## src/rtl/disp_timing_gen_prog_pkg.sv

```systemverilog
// Shared types for the programmable display timing generator: per-axis segment
// states and the shadowed timing/window configuration record.
package disp_timing_gen_prog_pkg;

  localparam int TG_CNT_W = 11;

  typedef enum logic [2:0] {
    IDLE  = 3'd0,
    PULSE = 3'd1,
    BP    = 3'd2,
    ACT   = 3'd3,
    FP    = 3'd4
  } seg_state_t;

  typedef seg_state_t Vstate_t;
  typedef seg_state_t Hstate_t;

  typedef struct packed {
    logic [TG_CNT_W-1:0] vpulse;
    logic [TG_CNT_W-1:0] vbp;
    logic [TG_CNT_W-1:0] vres;
    logic [TG_CNT_W-1:0] vfp;
    logic [TG_CNT_W-1:0] hpulse;
    logic [TG_CNT_W-1:0] hbp;
    logic [TG_CNT_W-1:0] hres;
    logic [TG_CNT_W-1:0] hfp;
    logic [TG_CNT_W-1:0] psc;
    logic [TG_CNT_W-1:0] pec;
    logic [TG_CNT_W-1:0] sr;
    logic [TG_CNT_W-1:0] er;
  } timing_cfg_t;

endpackage

```

## src/rtl/disp_seg_cnt.sv

```systemverilog
// Single-axis segment sequencer: PULSE -> BP -> ACT -> FP -> PULSE, skipping
// empty segments; pulse and active lengths of 0 behave as 1.
module disp_seg_cnt
  import disp_timing_gen_prog_pkg::*;
#(
  parameter int W = TG_CNT_W
) (
  input  logic         clk,
  input  logic         rst_n,
  input  logic         start,
  input  logic         advance,
  input  logic         halt,
  input  logic [W-1:0] len_pulse,
  input  logic [W-1:0] len_bp,
  input  logic [W-1:0] len_act,
  input  logic [W-1:0] len_fp,
  output seg_state_t   state,
  output seg_state_t   state_nxt,
  output logic [W-1:0] index_nxt,
  output logic         last
);

  seg_state_t   state_q, state_d;
  logic [W-1:0] cnt_q, cnt_d;
  logic [W-1:0] seg_len;
  logic         seg_last, wrap_pt;

  // Kept apart from the next-state block so the other axis can use 'last'
  // without forming a combinational loop through 'halt'.
  always_comb begin
    seg_len = W'(1);
    case (state_q)
      PULSE:   seg_len = (len_pulse == '0) ? W'(1) : len_pulse;
      BP:      seg_len = len_bp;
      ACT:     seg_len = (len_act == '0) ? W'(1) : len_act;
      FP:      seg_len = len_fp;
      default: seg_len = W'(1);
    endcase
    seg_last = (cnt_q == seg_len - W'(1));
    wrap_pt  = seg_last && ((state_q == FP) || ((state_q == ACT) && (len_fp == '0)));
    last     = advance && wrap_pt;
  end

  always_comb begin
    state_d = state_q;
    cnt_d   = cnt_q;
    if (state_q == IDLE) begin
      if (start) begin
        state_d = PULSE;
        cnt_d   = '0;
      end
    end else if (advance) begin
      if (!seg_last) begin
        cnt_d = cnt_q + W'(1);
      end else begin
        cnt_d = '0;
        if (wrap_pt)
          state_d = halt ? IDLE : PULSE;
        else if (state_q == PULSE)
          state_d = (len_bp != '0) ? BP : ACT;
        else if (state_q == BP)
          state_d = ACT;
        else
          state_d = FP;
      end
    end
    index_nxt = (state_d == ACT) ? cnt_d : '0;
  end

  always_ff @(posedge clk or negedge rst_n) begin
    if (!rst_n) begin
      state_q <= IDLE;
      cnt_q   <= '0;
    end else begin
      state_q <= state_d;
      cnt_q   <= cnt_d;
    end
  end

  assign state     = state_q;
  assign state_nxt = state_d;

endmodule

```

## src/rtl/disp_timing_gen_prog.sv

```systemverilog
// Runtime-programmable display timing generator with frame-boundary shadowing.
// Optional gradient test-pattern output o_data when DISP_TPG_EN is defined.
module disp_timing_gen_prog
  import disp_timing_gen_prog_pkg::*;
#(
  parameter int CNT_WIDTH     = TG_CNT_W,
  parameter int FRM_CNT_WIDTH = 8,
  parameter int SYNC_ACT_HIGH = 1
) (
  input  logic                     i_clk,
  input  logic                     rst_n,
  input  logic                     i_en,
  input  logic [CNT_WIDTH-1:0]     i_vpulse,
  input  logic [CNT_WIDTH-1:0]     i_vbp,
  input  logic [CNT_WIDTH-1:0]     i_vres,
  input  logic [CNT_WIDTH-1:0]     i_vfp,
  input  logic [CNT_WIDTH-1:0]     i_hpulse,
  input  logic [CNT_WIDTH-1:0]     i_hbp,
  input  logic [CNT_WIDTH-1:0]     i_hres,
  input  logic [CNT_WIDTH-1:0]     i_hfp,
  input  logic [CNT_WIDTH-1:0]     i_PSC,
  input  logic [CNT_WIDTH-1:0]     i_PEC,
  input  logic [CNT_WIDTH-1:0]     i_SR,
  input  logic [CNT_WIDTH-1:0]     i_ER,
  output Vstate_t                  o_Vstate,
  output Hstate_t                  o_Hstate,
  output logic                     o_vsync,
  output logic                     o_hsync,
  output logic                     o_de,
  output logic                     o_pde,
  output logic [CNT_WIDTH-1:0]     o_hcnt,
  output logic [CNT_WIDTH-1:0]     o_vcnt,
`ifdef DISP_TPG_EN
  output logic [23:0]              o_data,
`endif
  output logic                     o_frame_start,
  output logic [FRM_CNT_WIDTH-1:0] o_frame_cnt
);

  localparam logic SYNC_ON = (SYNC_ACT_HIGH != 0);

  timing_cfg_t cfg_in, cfg_q, cfg_d;

  seg_state_t           v_state, v_state_nxt, h_state, h_state_nxt;
  logic [CNT_WIDTH-1:0] v_idx_nxt, h_idx_nxt;
  logic                 v_last, h_last, load, h_halt;

  logic [FRM_CNT_WIDTH-1:0] frame_cnt_q, frame_cnt_d;
  logic                     frame_start_q, frame_start_d;
  logic                     de_q, de_d, pde_q, pde_d;
  logic                     hsync_q, hsync_d, vsync_q, vsync_d;
  logic [CNT_WIDTH-1:0]     hcnt_q, hcnt_d, vcnt_q, vcnt_d;

  assign cfg_in = '{vpulse: i_vpulse, vbp: i_vbp, vres: i_vres, vfp: i_vfp,
                    hpulse: i_hpulse, hbp: i_hbp, hres: i_hres, hfp: i_hfp,
                    psc: i_PSC, pec: i_PEC, sr: i_SR, er: i_ER};

  // v_last already includes the last cycle of the line, so it marks the frame end.
  assign h_halt = v_last & ~i_en;
  assign load   = i_en & ((v_state == IDLE) | v_last);

  disp_seg_cnt #(.W(CNT_WIDTH)) u_hseg (
    .clk       (i_clk),
    .rst_n     (rst_n),
    .start     (i_en),
    .advance   (1'b1),
    .halt      (h_halt),
    .len_pulse (cfg_q.hpulse),
    .len_bp    (cfg_q.hbp),
    .len_act   (cfg_q.hres),
    .len_fp    (cfg_q.hfp),
    .state     (h_state),
    .state_nxt (h_state_nxt),
    .index_nxt (h_idx_nxt),
    .last      (h_last)
  );

  disp_seg_cnt #(.W(CNT_WIDTH)) u_vseg (
    .clk       (i_clk),
    .rst_n     (rst_n),
    .start     (i_en),
    .advance   (h_last),
    .halt      (~i_en),
    .len_pulse (cfg_q.vpulse),
    .len_bp    (cfg_q.vbp),
    .len_act   (cfg_q.vres),
    .len_fp    (cfg_q.vfp),
    .state     (v_state),
    .state_nxt (v_state_nxt),
    .index_nxt (v_idx_nxt),
    .last      (v_last)
  );

  // Window uses cfg_q: on the reload edge the next state is PULSE, so de is 0 anyway.
  always_comb begin
    cfg_d         = load ? cfg_in : cfg_q;
    frame_start_d = load;
    frame_cnt_d   = (v_last && i_en) ? frame_cnt_q + FRM_CNT_WIDTH'(1) : frame_cnt_q;
    de_d          = (v_state_nxt == ACT) && (h_state_nxt == ACT);
    hcnt_d        = de_d ? h_idx_nxt : '0;
    vcnt_d        = de_d ? v_idx_nxt : '0;
    pde_d         = de_d && (hcnt_d >= cfg_q.psc) && (hcnt_d <= cfg_q.pec) &&
                    (vcnt_d >= cfg_q.sr) && (vcnt_d <= cfg_q.er);
    hsync_d       = ((h_state_nxt == PULSE) == SYNC_ON);
    vsync_d       = ((v_state_nxt == PULSE) == SYNC_ON);
  end

`ifdef DISP_TPG_EN
  logic [23:0] data_q, data_d;
  always_comb begin
    data_d = de_d ? {8'(hcnt_d), 8'(vcnt_d), 8'(frame_cnt_d)} : '0;
  end
`endif

  always_ff @(posedge i_clk or negedge rst_n) begin
    if (!rst_n) begin
      cfg_q         <= '0;
      frame_cnt_q   <= '0;
      frame_start_q <= 1'b0;
      de_q          <= 1'b0;
      pde_q         <= 1'b0;
      hcnt_q        <= '0;
      vcnt_q        <= '0;
      hsync_q       <= ~SYNC_ON;
      vsync_q       <= ~SYNC_ON;
`ifdef DISP_TPG_EN
      data_q        <= '0;
`endif
    end else begin
      cfg_q         <= cfg_d;
      frame_cnt_q   <= frame_cnt_d;
      frame_start_q <= frame_start_d;
      de_q          <= de_d;
      pde_q         <= pde_d;
      hcnt_q        <= hcnt_d;
      vcnt_q        <= vcnt_d;
      hsync_q       <= hsync_d;
      vsync_q       <= vsync_d;
`ifdef DISP_TPG_EN
      data_q        <= data_d;
`endif
    end
  end

  assign o_Vstate      = v_state;
  assign o_Hstate      = h_state;
  assign o_vsync       = vsync_q;
  assign o_hsync       = hsync_q;
  assign o_de          = de_q;
  assign o_pde         = pde_q;
  assign o_hcnt        = hcnt_q;
  assign o_vcnt        = vcnt_q;
  assign o_frame_start = frame_start_q;
  assign o_frame_cnt   = frame_cnt_q;
`ifdef DISP_TPG_EN
  assign o_data        = data_q;
`endif

endmodule

```

## config.mk

```make
export PLATFORM = sky130hd
export DESIGN_NAME = disp_timing_gen_prog
export DESIGN_NICKNAME = d
export VERILOG_FILES = /design/src/rtl/disp_timing_gen_prog_pkg.sv /design/src/rtl/disp_seg_cnt.sv /design/src/rtl/disp_timing_gen_prog.sv
export SDC_FILE = /design/constraint.sdc
export NUM_CORES = 1
export LEC_CHECK = 0
export ABC_AREA = 1
export CAP_MARGIN = 20
export CORE_ASPECT_RATIO = 1.1
export CORE_MARGIN = 3
export CORE_UTILIZATION = 39
export DETAILED_ROUTE_END_ITERATION = 10
export SLEW_MARGIN = 20
export SYNTH_ARGS = -nofsm -noshare
export SYNTH_HDL_FRONTEND = slang
export SYNTH_SLANG_ARGS = --single-unit
```

## constraint.sdc

```tcl
create_clock -name i_clk -period 6.39 [get_ports i_clk]
set_clock_uncertainty 0.05 [all_clocks]
set_input_delay 1.278 -clock i_clk [delete_from_list [all_inputs] [get_ports i_clk]]
set_output_delay 1.278 -clock i_clk [all_outputs]
set_load 0.05 [all_outputs]
```

# After elaboration in Yosys (flattened, before gate mapping)
# Index checks and enable logic that the tools add are counted.
# word_totals
inputBits	135
elab_cells	108
register_bits	195
out_inout_bits	41
# op_classes
order_cmp	4
n_bitwise	4
n_eq_ne	14
mux	34
reduce_logical	23
add_sub_neg	5
# op_table
cell	count
11-bit 2-to-1 mux	15
11-bit case mux with 4 select lines	2
11-bit logical NOT	6
3-bit 2-to-1 mux	13
11-bit by 1-bit adder with 11-bit output, second input constant	2
11-bit == test	2
11-bit greater-or-equal comparator	2
11-bit <= comparator	2
11-bit nonzero test	2
11-bit by 1-bit subtractor with 11-bit output, second input constant	2
3-bit by 2-bit == test with 1-bit output, second input constant	6
3-bit by 1-bit == test with 1-bit output, second input constant	4
1-bit logical AND	11
8-bit by 1-bit adder with 8-bit output, second input constant	1
3-bit == test, second input constant	2
3-bit logical NOT	2
1-bit 2-to-1 mux	4
1-bit bitwise AND	2
1-bit logical OR	2
1-bit NOT	1
1-bit OR	1

# Depth between registers and ports, before layout
# Gate-level depths: netlist of run 1.
# depth
word_depth	20
mapped_depth	42

# Hierarchy
# A second synthesis of run 1 with hierarchy kept.
# hier_totals
hier_cells	1327
hier_area_um2	11807.6
# by_module_without_submodules
mod	area_each_um2	n_inst	cells_per_inst	seq_area_each_um2
disp_timing_gen_prog	7608.5	1	615	4179.0
disp_seg_cnt	2099.5	2	356	350.3

# Least setup slack after synthesis of run 1
# Ideal clock, no wire load.
# synth_timing
path_type	reg-to-reg
from	reg u_vseg.state_q[2], in the netlist u_vseg.state[2]
to	reg pde_q, in the netlist o_pde
path_stages_with_launch	39
path_slack_ns	1.367
required_time_ns	6.222
period_less_slack_ns	5.023
arrival_time_ns	4.855
setup_time_ns	0.118
cell_sequence	dfrtp_1 > buf_4 > inv_2 > nand2_1 > nor2_2 > nand2_1 > o21ai_1 > nor2_2 > nand2_1 > nor2_2 > ha_1 > xor2_1 > nor2_1 > nor2_1 > nand3_1 > nor2_1 > nand3_1 > nor2_2 > (+3 left out) > nand3_1 > nand2_2 > nor2_4 > nand2_4 > buf_8 > nor2_4 > ha_1 > a21oi_1 > o21ai_0 > a21o_1 > a21oi_1 > o21ai_0 > a21oi_1 > nor2_1 > o311ai_0 > nand2_1 > nand4_1 > nor2_1
# synth_rtl
element	line_no	source
start: declaration	disp_seg_cnt.sv:23	seg_state_t state_q, state_d;
start signal: assignment	disp_seg_cnt.sv:75	state_q <= state_d;
3-bit == test, or another cell as far along	disp_seg_cnt.sv:32, disp_seg_cnt.sv:40	
11-bit case mux with 4 select lines	disp_seg_cnt.sv:32	case (state_q)
11-bit by 1-bit subtractor with 11-bit output	disp_seg_cnt.sv:39	seg_last = (cnt_q == seg_len - W'(1));
11-bit == test	disp_seg_cnt.sv:39	
1-bit logical AND	disp_seg_cnt.sv:40	wrap_pt = seg_last && ((state_q == FP) || ((state_q == ACT) && (len_fp == '0)));
1-bit logical AND	disp_seg_cnt.sv:41	last = advance && wrap_pt;
1-bit bitwise AND	disp_timing_gen_prog.sv:59	assign h_halt = v_last & ~i_en;
1-bit 2-to-1 mux	disp_seg_cnt.sv:58	state_d = halt ? IDLE : PULSE;
(+3 left out)	-	
3-bit by 2-bit == test with 1-bit output	disp_timing_gen_prog.sv:99	de_d = (v_state_nxt == ACT) && (h_state_nxt == ACT);
1-bit logical AND	disp_timing_gen_prog.sv:99	
11-bit 2-to-1 mux (*)	disp_timing_gen_prog.sv:101	vcnt_d = de_d ? v_idx_nxt : '0;
via vcnt_d[2]	disp_timing_gen_prog.sv:52	logic [CNT_WIDTH-1:0] hcnt_q, hcnt_d, vcnt_q, vcnt_d;
11-bit greater-or-equal comparator	disp_timing_gen_prog.sv:103	(vcnt_d >= cfg_q.sr) && (vcnt_d <= cfg_q.er);
1-bit logical AND	disp_timing_gen_prog.sv:102	pde_d = de_d && (hcnt_d >= cfg_q.psc) && (hcnt_d <= cfg_q.pec) &&
1-bit logical AND (*)	disp_timing_gen_prog.sv:103	
via pde_d	disp_timing_gen_prog.sv:50	logic de_q, de_d, pde_q, pde_d;
end signal: assignment	disp_timing_gen_prog.sv:134	pde_q <= pde_d;
end: declaration	disp_timing_gen_prog.sv:50	
# Mark *: on every way through the listed nets, which the timed path passes. The rest lies on a longest branch.
# A chain may end at the register's enable or synchronous reset.

# Worst setup path in the final report of run 1
# layout_timing
from	reg u_hseg.state_q[2], in the netlist u_hseg.state[2]
to	reg pde_q, in the netlist o_pde
# layout_rtl
element	line_no	source
start: declaration	disp_seg_cnt.sv:23	
start signal: assignment	disp_seg_cnt.sv:75	
3-bit == test, or another cell as far along	disp_seg_cnt.sv:32, disp_seg_cnt.sv:40	
11-bit case mux with 4 select lines	disp_seg_cnt.sv:32	
11-bit by 1-bit subtractor with 11-bit output	disp_seg_cnt.sv:39	
11-bit == test	disp_seg_cnt.sv:39	
1-bit logical AND	disp_seg_cnt.sv:40	
1-bit logical AND	disp_seg_cnt.sv:41	
1-bit bitwise AND	disp_timing_gen_prog.sv:59	
1-bit 2-to-1 mux	disp_seg_cnt.sv:58	
(+3 left out)	-	
via h_state_nxt[0]	disp_timing_gen_prog.sv:44	seg_state_t v_state, v_state_nxt, h_state, h_state_nxt;
3-bit by 2-bit == test with 1-bit output (*)	disp_timing_gen_prog.sv:99	
1-bit logical AND (*)	disp_timing_gen_prog.sv:99	
11-bit 2-to-1 mux (*)	disp_timing_gen_prog.sv:101	
via vcnt_d[2]	disp_timing_gen_prog.sv:52	
11-bit greater-or-equal comparator	disp_timing_gen_prog.sv:103	
1-bit logical AND	disp_timing_gen_prog.sv:102	
1-bit logical AND (*)	disp_timing_gen_prog.sv:103	
via pde_d	disp_timing_gen_prog.sv:50	
# Marked as above.

==> results of run 1 <==
## layout make-up
type,instances,area share
Multi-Input combinational cell,1018,0.391
Sequential cell,195,0.342
Timing Repair Buffer,181,0.127
Inverter,241,0.0633
Tap cell,368,0.0322
Clock buffer,17,0.0298
Clock inverter,15,0.0146
## state kept, by name, indices dropped and copies added, names as in the netlist
register and flops:
cfg_q 132, o_hcnt 11, o_vcnt 11, u_hseg.cnt_q 11, u_vseg.cnt_q 11, o_frame_cnt 8, u_hseg.state 3, u_vseg.state 3
o_de 1, o_frame_start 1, o_hsync 1, o_pde 1, o_vsync 1
## routing by layer
layer / part of all wire / routed length (um) / GRT usage
met1: 0.45 / 14500 / 0.269
met2: 0.50 / 16100 / 0.343
met5: 0 / 0 / 0
met3: 0.030 / 973 / 0.0276
met4: 0.015 / 472 / 0.0502
## worst register-to-register path, delay by kind of cell, from the launching register on
family / cells / cell delay [ns]
adder cells (fa/ha/maj): 2 / 0.56
AO/OA/AOI/OAI: 9 / 1.49
buffers and inverters: 1 / 0.17
flip-flops: 1 / 0.53
AND/OR/NAND/NOR: 21 / 2.67
## power groups by stage
stage | combinational [uW] | clock, uW | sequential (uW)
finish | 3010 | 1170 | 1980
global route | 3410 | 1240 | 2030
CTS | 3020 | 1190 | 1980
detailed placement | 3000 | 0 | 2000
global placement | 2980 | 0 | 2000
floorplan | 2290 | 0 | 1930
## per-stage QoR
| stage | std cells | worst slack (ns) | power, uW |
|---|---|---|---|
| after floorplan | 1497 | 1.37 | 4210 |
| after global placement | 2003 | 0.622 | 4980 |
| after detailed placement | 2003 | 0.534 | 5000 |
| after CTS | 2035 | 0.514 | 6190 |
| after global routing | 2035 | 0.0808 | 6680 |
| final | 2035 | 0.806 | 6150 |
## what timing repair did
item / in CTS / in global routing
buffers inserted: 0 / 0
endpoints found under the setup margin: 0 / 1
resized for setup: 0 / 6
## cell usage after synthesis, types with 2 or more instances
library cell  instances  area share
o41ai_1               2      0.0015
nand3_2               5      0.0043
o21ai_2               2      0.0015
nor3_2                3      0.0026
o21ai_1             128       0.055
nand2_1             372        0.12
inv_1               221       0.071
a21o_1                6      0.0039
nand3_1              82       0.035
o21ai_0              45       0.019
buf_2                15      0.0064
inv_2                20      0.0064
nor4_1                4      0.0021
ha_1                 49       0.052
xnor2_1               9      0.0067
nor3_1               18      0.0077
nor2_1               82       0.026
buf_6                 5      0.0048
a21oi_1              29       0.012
buf_4                20       0.013
a22oi_1              15      0.0096
o21bai_1              2      0.0013
nand3_4               2      0.0030
nand4_1              38       0.020
nand3b_1              6      0.0039
nand2_4               3      0.0029
dfrtp_1             195        0.42
nor2_4               36       0.035
nand2_2              15      0.0080
o31ai_1               2      0.0013
xor2_1               20       0.015
o22ai_1               4      0.0021
a31oi_1               6      0.0032
nor2_2               22       0.012
## final timing paths
kind | from | slack (ns) | cells after the start | to
max | u_hseg.state[2] | 0.81 | 33 | o_pde
min | o_frame_cnt[7] | 0.44 | 1 | o_frame_cnt[7]
max reg2reg | u_hseg.state[2] | 0.81 | 33 | o_pde
min reg2reg | o_frame_cnt[7] | 0.44 | 1 | o_frame_cnt[7]
max in group asynchronous | rst_n | 4.14 | 2 | u_hseg.state[0]
min in group asynchronous | rst_n | 0.85 | 1 | o_hcnt[9]
## kinds of logic after synthesis
| logic type | Yosys count | synth area share |
|---|---|---|
| multiplexers | 1 | 0.000964 |
| AO/OA/AOI/OAI | 247 | 0.116 |
| AND/OR/NAND/NOR | 692 | 0.286 |
| flip-flops | 195 | 0.418 |
| XOR/XNOR | 29 | 0.0217 |
| buffers and inverters | 284 | 0.105 |
| adder cells (fa/ha/maj) | 49 | 0.0525 |
==> flow_metrics.tcl, run 1 <==
set metrics [dict create \
    p_leak_uw 0.00685 \
    die_area_mm2 0.0321 \
    slowest_delay_ns 0.53 \
    rsz0062_at_grt "no" \
    synthFlopType "dfrtp_1" \
    critical_path_required_ns 6.67 \
    dr.first_iter.drc_count 641 \
    grt_max_degree 182 \
    internal_power_uw 3310 \
    fmax_ghz 0.179 \
    grt_pass1_vias 9832 \
    vias 10012 \
    routabilityCongestion 0.923 \
    multi_input_area_mm2 0.00559 \
    path_class "reg2reg" \
    min_period_ns 5.58 \
    max-slew-margin-rel 0.442 \
    worstSetupStartpointType "flip-flop" \
    track_usage 0.201 \
    netlist_area_mm2 0.0117 \
    final_cell_mix "372 x nand2_1, 221 x inv_1, 191 x dfrtp_1" \
    n_fill_cell 2940 \
    p_clk_frac 0.189 \
    p_switching_uw 2840 \
    min_path_type "reg2reg" \
    final_common_cell "nand2_1" \
    path_clk_slew_ns 0.07 \
    status "complete, no violations" \
    wl_per_cell_um 15.7 \
    seqPwrFrac 0.322 \
    synth_fp_nets 1681 \
    drive_above_1_share 0.0942 \
    clkLatencyLatePin_ns 0.45 \
    cts-root-buf "clkbuf_16" \
    cts.sinks 195 \
    post-route-period-util 0.874 \
    finalSetupViolCount 0 \
    die_h_um 188 \
    cp_data_arrival_time_ns 5.87 \
    dpl_cell_area_mm2 0.0136 \
    viasPerCell 4.92 \
    ant_nets 0 \
    synthCells 1497 \
    cp_common_cell "nand2_1" \
    synth_edf_count 0 \
    crit_slowest_cell "dfrtp_2" \
    async_flop_share 1.00 \
    cp_max_fo 18 \
    crit_path_end_kind "flip-flop" \
    worstMarginPinSlew_ns 0.837 \
    areaGrowthSynthToFinish_pct 22.4 \
    ff_latch_area_mm2 0.00488 \
    hold_buffers 0 \
    switching_share 0.461 \
    antennaDiodeCount 0 \
    antenna_found_initial 0 \
    hold_ws_ns 0.436 \
    dp_hpwl_um 25000 \
    utilization 0.491 \
    num_io_pins 176 \
    gr-total-overflow 0 \
    synth_cell_types 48 \
    num_rows 65 \
    grt_pass1_wl_um 51500 \
    p_per_area_mw_per_mm2 431 \
    max_cap_violations 0 \
    cts-buffers-inserted 17 \
    clock_path_buffers 2 \
    port_buffers 175 \
    yosysSeqAreaShare 0.418 \
    syn_avg_cell_area_um2 7.80 \
    htreeDepth 4 \
    stdcell_area_mm2 0.0143 \
    fin_tns_setup_ns 0 \
    core_area_mm2 0.0291 \
    initial_utilization 0.401 \
    nets 1838 \
    die_x_um 171 \
    hold_violations 0 \
    drt_wl_total_um 32000 \
    critPathBufInv 1 \
    cts_tree "built" \
    cp_top_family "simple AND/OR/NAND/NOR gates" \
    yosysWarnings 0 \
    finalMaxSlewViolations 0 \
    drt-pass1-iter-count 5 \
    drc 0 \
    p_comb_frac 0.488 \
    ir_drop_uv 183 \
    ys_seq_elements 195 \
]
Note: power is estimated with default switching activity, not from simulation.
==> run 2: changes to the inputs <==
Settings changed: DONT_BUFFER_PORTS set to 1.
==> run 2 against run 1 <==
Effect of this change: worst hold slack better by 0.037 ns; clock power down 9%; core utilization down 6.1 points; wire length down 2.1%; count of clock-buffer cells in the layout up 3; power down 3.5%; flip-flop and latch count unchanged; global-route usage down 0.16 points; register-to-register slack worse by 0.09 ns; cell area down 12%; largest cell class unchanged; largest power group unchanged.
==> flow_metrics.tcl, run 2 (synthesized netlist as in run 1, its figures left out) <==
set metrics [dict create \
    status "complete, no violations" \
    ant_nets 0 \
    cp_data_arrival_time_ns 5.99 \
    grt_pass1_vias 9376 \
    final_cell_mix "372 x nand2_1, 221 x inv_1, 192 x dfrtp_1" \
    crit_path_end_kind "flip-flop" \
    cts_tree "built" \
    die_x_um 171 \
    clkLatencyLatePin_ns 0.45 \
    cts-root-buf "clkbuf_16" \
    min_path_type "reg2reg" \
    drive_above_1_share 0.105 \
    fmax_ghz 0.176 \
    max_cap_violations 0 \
    cts-buffers-inserted 17 \
    min-delay-start "cfg_q[39]" \
    rsz0062_at_grt "no" \
    die_h_um 188 \
    antenna_found_initial 0 \
    fin_tns_setup_ns 0 \
    path_clk_slew_ns 0.07 \
    drc 0 \
    worstSetupStartpointType "flip-flop" \
    regMostFlops "cfg_q" \
    cts-resized-gates 0 \
    drt-pass1-iter-count 6 \
    nets 1669 \
    antennaDiodeCount 0 \
    core_area_mm2 0.0291 \
    areaGrowthSynthToFinish_pct 7.17 \
    routabilityCongestion 0.913 \
    clock_path_buffers 2 \
    path_class "reg2reg" \
    num_rows 65 \
    dr.first_iter.drc_count 787 \
    p_per_area_mw_per_mm2 474 \
    viasPerCell 5.09 \
    worstMarginPinSlew_ns 0.861 \
    max-slew-margin-rel 0.424 \
    critical_path_required_ns 6.71 \
    initial_utilization 0.401 \
    dp_hpwl_um 23900 \
    slowest_delay_ns 0.77 \
    final_common_cell "nand2_1" \
    finalMaxSlewViolations 0 \
    hold_buffers 0 \
    crit_start "u_vseg.state[0]" \
    die_area_mm2 0.0321 \
    gr-total-overflow 0 \
    postCtsSetupBuffers 0 \
    drt_wl_total_um 31300 \
    vias 9492 \
    r2r_start "u_vseg.state[0]" \
    p_leak_uw 0.00618 \
    dpl_cell_area_mm2 0.0119 \
    stdcell_area_mm2 0.0125 \
    total_power_uw 5940 \
    ir_drop_uv 261 \
    crit_slowest_cell "dfrtp_1" \
    largest_reg_flops 132 \
    min_period_ns 5.67 \
    port_buffers 0 \
    wl_per_cell_um 16.8 \
    post-route-period-util 0.888 \
    grt_max_degree 196 \
    track_usage 0.199 \
    htreeDepth 4 \
    num_io_pins 176 \
    cts.sinks 195 \
    finalSetupViolCount 0 \
    utilization 0.430 \
    hold_violations 0 \
    cp_max_fo 17 \
    grt_pass1_wl_um 50600 \
]
## run 2: final timing paths
| path | cells past startpoint | to | slack, ns |
|---|---|---|---|
| min reg2reg | 2 | cfg_q[39] | 0.47 |
| min in group asynchronous | 0 | o_hcnt[5] | 0.48 |
| min | 2 | cfg_q[39] | 0.47 |
| max reg2reg | 34 | o_pde | 0.72 |
| max in group asynchronous | 0 | u_hseg.state[0] | 5.31 |
| max | 34 | o_pde | 0.72 |
## run 2: per-stage QoR
step           instances  hold slack [ns]  worst slack (ns)
2_1_floorplan       1497            0.440              1.37
3_3_place_gp        1834            0.458             0.545
3_5_place_dp        1834            0.463             0.445
4_1_cts             1866            0.456             0.437
5_1_grt             1866            0.451            0.0703
6_report            1866            0.473             0.717
## run 2: worst max-delay path: cells and delay by family (launching register included)
family | cells | cell delay (ns)
fa+ha+maj | 2 | 0.58
compound gates | 8 | 0.87
flops | 1 | 0.77
buf+inv | 3 | 0.37
xor+xnor | 1 | 0.29
simple gates | 20 | 2.66
## run 2: cell type report
type | count | area [um2]
Multi-Input combinational cell | 1018 | 5590
Inverter | 241 | 905
Clock inverter | 12 | 125
Sequential cell | 195 | 4880
Clock buffer | 20 | 437
Fill cell | 3011 | 16600
Timing Repair Buffer | 12 | 115
Tap cell | 368 | 460
## run 2: report_power, final
part | switching (uW) | total, uW | leakage [uW] | internal (uW)
Sequential | 342 | 2010 | 0.00249 | 1670
Combinational | 1930 | 2860 | 0.00342 | 929
Clock | 518 | 1070 | 0.000269 | 548
Total | 2790 | 5940 | 0.00618 | 3140
## run 2: metal layers
metal  share of wire  vias to the layer above  GRT usage
li1                -                     4789          -
met1            0.44                     4486      0.266
met2            0.50                      192      0.339
met3           0.039                       25     0.0318
met4           0.014                        0     0.0477
met5               0                        -          0
